File: config.mk
export PLATFORM = sky130hd
export DESIGN_NAME = xor_parity_rx_flat
export DESIGN_NICKNAME = d
export VERILOG_FILES = /design/src/rtl/xor_parity_pkg.sv /design/src/rtl/xor_parity_rx_if.sv /design/src/rtl/xor_parity_acc.sv /design/src/rtl/xor_parity_rx.sv /design/src/flat_wrapper.sv
export SDC_FILE = /design/constraint.sdc
export NUM_CORES = 1
export LEC_CHECK = 0
export BUFFER_PORTS_ARGS = -buffer_cell sky130_fd_sc_hd__buf_2
export CAP_MARGIN = 0
export CORE_MARGIN = 5
export CORE_UTILIZATION = 55
export DETAILED_ROUTE_END_ITERATION = 10
export HOLD_SLACK_MARGIN = 0.08
export PLACE_DENSITY = 0.82
export SYNTH_ARGS = -nofsm -noshare
export SYNTH_HDL_FRONTEND = slang
export SYNTH_SLANG_ARGS = --single-unit
export TNS_END_PERCENT = 50
File: constraint.sdc
create_clock -name clk -period 1.7 [get_ports clk]
set_input_delay 0.255 -clock clk [delete_from_list [all_inputs] [get_ports clk]]
set_output_delay 0.255 -clock clk [all_outputs]
set_load 0.005 [all_outputs]
File: src/rtl/xor_parity_pkg.sv
// rtl/xor_parity_pkg.sv - shared types, defaults and parity helper for the XOR parity link
package xor_parity_pkg;

  // Receiver frame-tracking states
  typedef enum logic [1:0] {
    IDLE   = 2'd0,
    DATA   = 2'd1,
    PARITY = 2'd2
  } state_t;

  localparam int DATA_W_DEF      = 8;
  localparam bit PARITY_EVEN     = 1'b0;
  localparam bit PARITY_ODD_MODE = 1'b1;

  // Parity bit a generator appends to a word (zero-extended to 32 bits)
  function automatic logic par_calc(input logic [31:0] data, input logic odd);
    return (^data) ^ odd;
  endfunction

endpackage

File: src/rtl/xor_parity_rx_if.sv
// rtl/xor_parity_rx_if.sv - serial-in / word-out bundle for the XOR parity receiver
import xor_parity_pkg::*;

interface xor_parity_rx_if #(
  parameter int DATA_W = DATA_W_DEF
) ();
  logic              in_valid;
  logic              in_bit;
  logic              in_sof;
  logic              out_valid;
  logic [DATA_W-1:0] out_data;
  logic              out_par_err;
  logic              frame_abort;
  logic              busy;

  // Link side: drives the serial stream, observes the results
  modport master (
    output in_valid, in_bit, in_sof,
    input  out_valid, out_data, out_par_err, frame_abort, busy
  );

  // Receiver side
  modport slave (
    input  in_valid, in_bit, in_sof,
    output out_valid, out_data, out_par_err, frame_abort, busy
  );
endinterface

File: src/rtl/xor_parity_acc.sv
// rtl/xor_parity_acc.sv - 1-bit XOR accumulator with load/clear/enable
import xor_parity_pkg::*;

module xor_parity_acc (
  input  logic clk,
  input  logic rst_n,
  input  logic i_clr,
  input  logic i_load,
  input  logic i_en,
  input  logic i_bit,
  output logic o_acc
);

  logic r_acc;

  // Load starts a new running XOR and wins over clear/accumulate
  always_ff @(posedge clk or negedge rst_n) begin
    if (!rst_n) begin
      r_acc <= 1'b0;
    end else if (i_load) begin
      r_acc <= i_bit;
    end else if (i_clr) begin
      r_acc <= 1'b0;
    end else if (i_en) begin
      r_acc <= r_acc ^ i_bit;
    end
  end

  assign o_acc = r_acc;

endmodule

File: src/rtl/xor_parity_rx.sv
// rtl/xor_parity_rx.sv - XOR parity frame receiver; XOR_PARITY_RX_ERR_CNT_EN adds err_cnt
import xor_parity_pkg::*;

module xor_parity_rx #(
  parameter int DATA_W     = DATA_W_DEF,
  parameter bit PARITY_ODD = PARITY_EVEN
) (
  input  logic            clk,
  input  logic            rst_n,
  xor_parity_rx_if.slave  bus
`ifdef XOR_PARITY_RX_ERR_CNT_EN
  ,
  output logic [7:0]      err_cnt
`endif
);

  localparam int CNT_W = $clog2(DATA_W + 1);
  localparam logic [CNT_W-1:0] LAST_IDX = CNT_W'(DATA_W - 1);

  state_t            r_state;
  logic [CNT_W-1:0]  r_cnt;
  logic [DATA_W-1:0] r_shift;
  logic              r_out_valid;
  logic [DATA_W-1:0] r_out_data;
  logic              r_out_par_err;
  logic              r_frame_abort;

  logic w_sof;
  logic w_step;
  logic w_done;
  logic w_acc_en;
  logic w_acc;
  logic w_par_err;

  // sof always restarts a frame; a plain valid bit advances the current one
  assign w_sof     = bus.in_valid & bus.in_sof;
  assign w_step    = bus.in_valid & ~bus.in_sof;
  assign w_done    = w_step & (r_state == PARITY);
  assign w_acc_en  = w_step & (r_state == DATA);
  assign w_par_err = w_acc ^ bus.in_bit ^ PARITY_ODD;

  xor_parity_acc u_acc (
    .clk    (clk),
    .rst_n  (rst_n),
    .i_clr  (w_done),
    .i_load (w_sof),
    .i_en   (w_acc_en),
    .i_bit  (bus.in_bit),
    .o_acc  (w_acc)
  );

  // Frame FSM with shifter; result and abort pulses are registered
  always_ff @(posedge clk or negedge rst_n) begin
    if (!rst_n) begin
      r_state       <= IDLE;
      r_cnt         <= '0;
      r_shift       <= '0;
      r_out_valid   <= 1'b0;
      r_out_data    <= '0;
      r_out_par_err <= 1'b0;
      r_frame_abort <= 1'b0;
    end else begin
      r_out_valid   <= 1'b0;
      r_frame_abort <= 1'b0;
      if (w_sof) begin
        // A new sof mid-frame throws away the partial word
        if (r_state != IDLE) begin
          r_frame_abort <= 1'b1;
        end
        r_shift <= DATA_W'(bus.in_bit);
        r_cnt   <= CNT_W'(1);
        r_state <= DATA;
      end else if (bus.in_valid) begin
        case (r_state)
          IDLE: begin
          end
          DATA: begin
            r_shift <= r_shift | (DATA_W'(bus.in_bit) << r_cnt);
            r_cnt   <= r_cnt + CNT_W'(1);
            if (r_cnt == LAST_IDX) begin
              r_state <= PARITY;
            end
          end
          PARITY: begin
            r_out_data    <= r_shift;
            r_out_par_err <= w_par_err;
            r_out_valid   <= 1'b1;
            r_cnt         <= '0;
            r_state       <= IDLE;
          end
          default: r_state <= IDLE;
        endcase
      end
    end
  end

  assign bus.out_valid   = r_out_valid;
  assign bus.out_data    = r_out_data;
  assign bus.out_par_err = r_out_par_err;
  assign bus.frame_abort = r_frame_abort;
  assign bus.busy        = (r_state != IDLE);

`ifdef XOR_PARITY_RX_ERR_CNT_EN
  logic [7:0] r_err_cnt;

  // Saturating count of completed frames that failed the parity check
  always_ff @(posedge clk or negedge rst_n) begin
    if (!rst_n) begin
      r_err_cnt <= 8'd0;
    end else if (w_done && w_par_err && (r_err_cnt != 8'hFF)) begin
      r_err_cnt <= r_err_cnt + 8'd1;
    end
  end

  assign err_cnt = r_err_cnt;
`endif

endmodule

File: src/flat_wrapper.sv
// flat-port wrapper written by rule: the top's interface ports become plain ports
module xor_parity_rx_flat 
#(
  parameter int DATA_W     = DATA_W_DEF,
  parameter bit PARITY_ODD = PARITY_EVEN
)
  (clk, rst_n, bus_in_valid, bus_in_bit, bus_in_sof, bus_out_valid, bus_out_data, bus_out_par_err, bus_frame_abort, bus_busy);
  xor_parity_rx_if #(.DATA_W(DATA_W)) bus_i ();
  input  logic clk;
  input  logic rst_n;
  input wire logic [$bits(bus_i.in_valid)-1:0] bus_in_valid;
  input wire logic [$bits(bus_i.in_bit)-1:0] bus_in_bit;
  input wire logic [$bits(bus_i.in_sof)-1:0] bus_in_sof;
  output wire logic [$bits(bus_i.out_valid)-1:0] bus_out_valid;
  output wire logic [$bits(bus_i.out_data)-1:0] bus_out_data;
  output wire logic [$bits(bus_i.out_par_err)-1:0] bus_out_par_err;
  output wire logic [$bits(bus_i.frame_abort)-1:0] bus_frame_abort;
  output wire logic [$bits(bus_i.busy)-1:0] bus_busy;
  assign bus_i.in_valid = bus_in_valid;
  assign bus_i.in_bit = bus_in_bit;
  assign bus_i.in_sof = bus_in_sof;
  assign bus_out_valid = bus_i.out_valid;
  assign bus_out_data = bus_i.out_data;
  assign bus_out_par_err = bus_i.out_par_err;
  assign bus_frame_abort = bus_i.frame_abort;
  assign bus_busy = bus_i.busy;
  xor_parity_rx #(.DATA_W(DATA_W), .PARITY_ODD(PARITY_ODD)) u_core (.clk(clk), .rst_n(rst_n), .bus(bus_i));
endmodule
==> impl_metrics.json <==
{
  "p_sw_mw": 0.548,
  "period_minus_slack_ps": 1610,
  "routed-via-count": 926,
  "skew_ps": 1.64,
  "synth.avg_cell_area_um2": 10.7,
  "drive_above_1_share": 0.229,
  "design.core.area_um2": 2170,
  "layout.nets": 139,
  "die_w_um": 57.1,
  "n_antenna_cell": 0,
  "rows": 17,
  "ir_worst_vdd_mv": 0.749,
  "start_util": 0.563,
  "powerDensity_nw_per_um2": 1150,
  "fillCellCount": 195,
  "clk_path_buf_depth": 2,
  "synth.net_count": 120,
  "report.final.slew_viol_count": 0,
  "cts_tree": "yes",
  "rsz0062_at_grt": "no",
  "numCtsBuffers": 3,
  "yosysTopAreaCellShare": 0.532,
  "cap_violations": 0,
  "finalWorstSetupSlack_ps": 87.6,
  "pwr-share-clk": 0.156,
  "synth_seq_cells": 26,
  "cp-start-kind": "flop",
  "register_area_um2": 651,
  "seq_area_frac_synth": 0.532,
  "setup_violations": 0,
  "viasPerCell": 5.82,
  "hold_slack_ps": 272,
  "post-place-ws_ps": 195,
  "die_h_um": 57.1,
  "synth_cell_types": 37,
  "worstMarginPinSlew_ps": 556,
  "p_int_mw": 1.02,
  "crit_type": "flop to output pin",
  "ant_nets": 0,
  "p_leak_nw": 0.674,
  "drc_errors": 0,
  "die_area_um2": 3270,
  "setup.worst_path.end_class": "output pin",
  "grt_max_degree": 27,
  "p_sw_frac": 0.350,
  "final_cell_mix": "26 x dfrtp_1, 16 x buf_2, 13 x a21oi_1",
  "min_path_type": "primary input to flop",
  "grt.total_usage": 0.156,
  "outcome": "finished clean",
  "ios": 17,
  "clk_latency_ps": 310,
  "clkTransAtPathRegs_ps": 120,
  "critPathArrivalTime_ps": 1360,
  "seq_power_share": 0.539,
  "clock_sinks": 26,
  "post_cts_resized": 0,
  "ys_top_cells_by_area": "dfrtp_1 53%, mux2_1 6.4%, a21oi_1 5.3%",
  "ys_warn_count": 0,
  "required_ps": 1440,
  "reg2reg_depth": 4,
  "worstPathMaxFanout": 11,
  "grt_pass1_vias": 905,
  "antenna_found_initial": 0,
  "syn_area_um2": 1220,
  "multi_input_area_um2": 512,
  "htree_levels": 1,
  "grt_pass1_wl_um": 4010,
  "holdPathStages": 3,
  "globalplace.congestion": 0.897,
  "max_freq_mhz": 620,
  "syn_inst": 114,
  "dp_hpwl_um": 1690,
  "yosysTopAreaCell": "dfrtp_1",
  "portBuffers": 16,
  "setup-tns-final_ps": 0,
  "routed_wl_um": 2340,
  "final.period_utilization": 0.948,
  "cts-root-buf": "clkbuf_4",
  "dr.pass1.iters": 4,
  "slew_headroom": 0.629,
  "wire_per_inst_um": 14.7,
  "syn2layout_area_growth_pct": 11.5,
  "drt_first_iter_violations": 23,
  "final_hold_viol_count": 0,
  "pwr-share-comb": 0.305,
  "final_common_cell": "dfrtp_1",
  "overflow": 0
}
-- metal layers --
metal  GRT usage  share of wire  up-vias
li1            -              -      442
met3      0.0317          0.072        4
met4      0.0629         0.0094        0
met5           0              0        -
met1       0.205           0.45      442
met2       0.251           0.47       38
-- cell usage after synthesis, drive strengths merged --
cell type,instances
a211o,1
a211oi,3
a21o,1
a21oi,13
a22o,1
a31oi,4
a32oi,1
and3,1
and3b,1
buf,5
clkbuf,2
dfrtp,26
ha,1
inv,6
mux2,9
nand2,8
nand2b,3
nand3,3
nor2,4
nor2b,3
nor3,2
nor3b,1
nor4,1
nor4bb,1
o21a,1
o21ai,5
o221ai,1
o22ai,2
o2bb2ai,2
or2,1
xnor2,1
-- final timing paths --
check | start | slack, ps | to
setup / recovery | u_core.r_state[1]$_DFFE_PN0P_ | 90 | bus_busy
hold / removal | bus_in_bit | 270 | u_core.r_shift[0]$_DFFE_PN0P_
setup reg to reg | u_core.r_state[0]$_DFFE_PN0P_ | 290 | u_core.bus.out_data[6]$_DFFE_PN0P_
hold reg to reg | u_core.bus.out_data[3]$_DFFE_PN0P_ | 490 | u_core.bus.out_data[3]$_DFFE_PN0P_
max in group asynchronous | rst_n | 880 | u_core.r_shift[4]$_DFFE_PN0P_
min in group asynchronous | rst_n | 450 | u_core.r_shift[7]$_DFFE_PN0P_
-- cell type report --
cell class                 count  share of cell area
clock buffer                   3              0.0165
inverter                       6              0.0165
multi-input combinational     75               0.376
sequential                    26               0.478
tap                           28              0.0257
timing repair buffer          21              0.0882
-- cell families after synthesis --
logic type | share of synthesized area
compound gates | 0.182
xor+xnor | 0.00717
fa+ha+maj | 0.0102
buf+inv | 0.0491
flops | 0.532
mux | 0.0829
simple gates | 0.136
-- stage by stage --
stage | util | std cells | power (mW) | area [um^2]
after floorplan | - | 114 | 1.18 | 1220
after global placement | 0.613 | 155 | 1.30 | 1330
after detailed placement | 0.613 | 155 | 1.33 | 1330
after CTS | 0.628 | 159 | 1.57 | 1360
after global routing | 0.628 | 159 | 1.68 | 1360
final | 0.628 | 159 | 1.57 | 1360
-- state kept, by name, indices dropped and copies added (netlist names) --
name,count
u_core.bus.frame_abort,1
u_core.bus.out_data,8
u_core.bus.out_par_err,1
u_core.bus.out_valid,1
u_core.r_cnt,4
u_core.r_shift,8
u_core.r_state,2
u_core.u_acc.o_acc,1
-- power groups by stage --
stage / sequential, mW / combinational (mW) / clock, mW
5_1_grt: 0.856 / 0.551 / 0.272
6_report: 0.844 / 0.478 / 0.245
2_1_floorplan: 0.812 / 0.365 / 0
3_3_place_gp: 0.842 / 0.461 / 0
3_5_place_dp: 0.852 / 0.476 / 0
4_1_cts: 0.839 / 0.481 / 0.249
-- critical path, cell delays in order (launching register included) --
cell and delay, ps:
dfrtp_1 440, buf_4 190, or2_2 300, buf_2 130
-- repair_timing --
| action | CTS | global route |
|---|---|---|
| hold endpoints to repair | 26 | 0 |
| hold buffers | 1 | 0 |
| setup buffers | 0 | 0 |
Power figures use the tool's default switching activity.
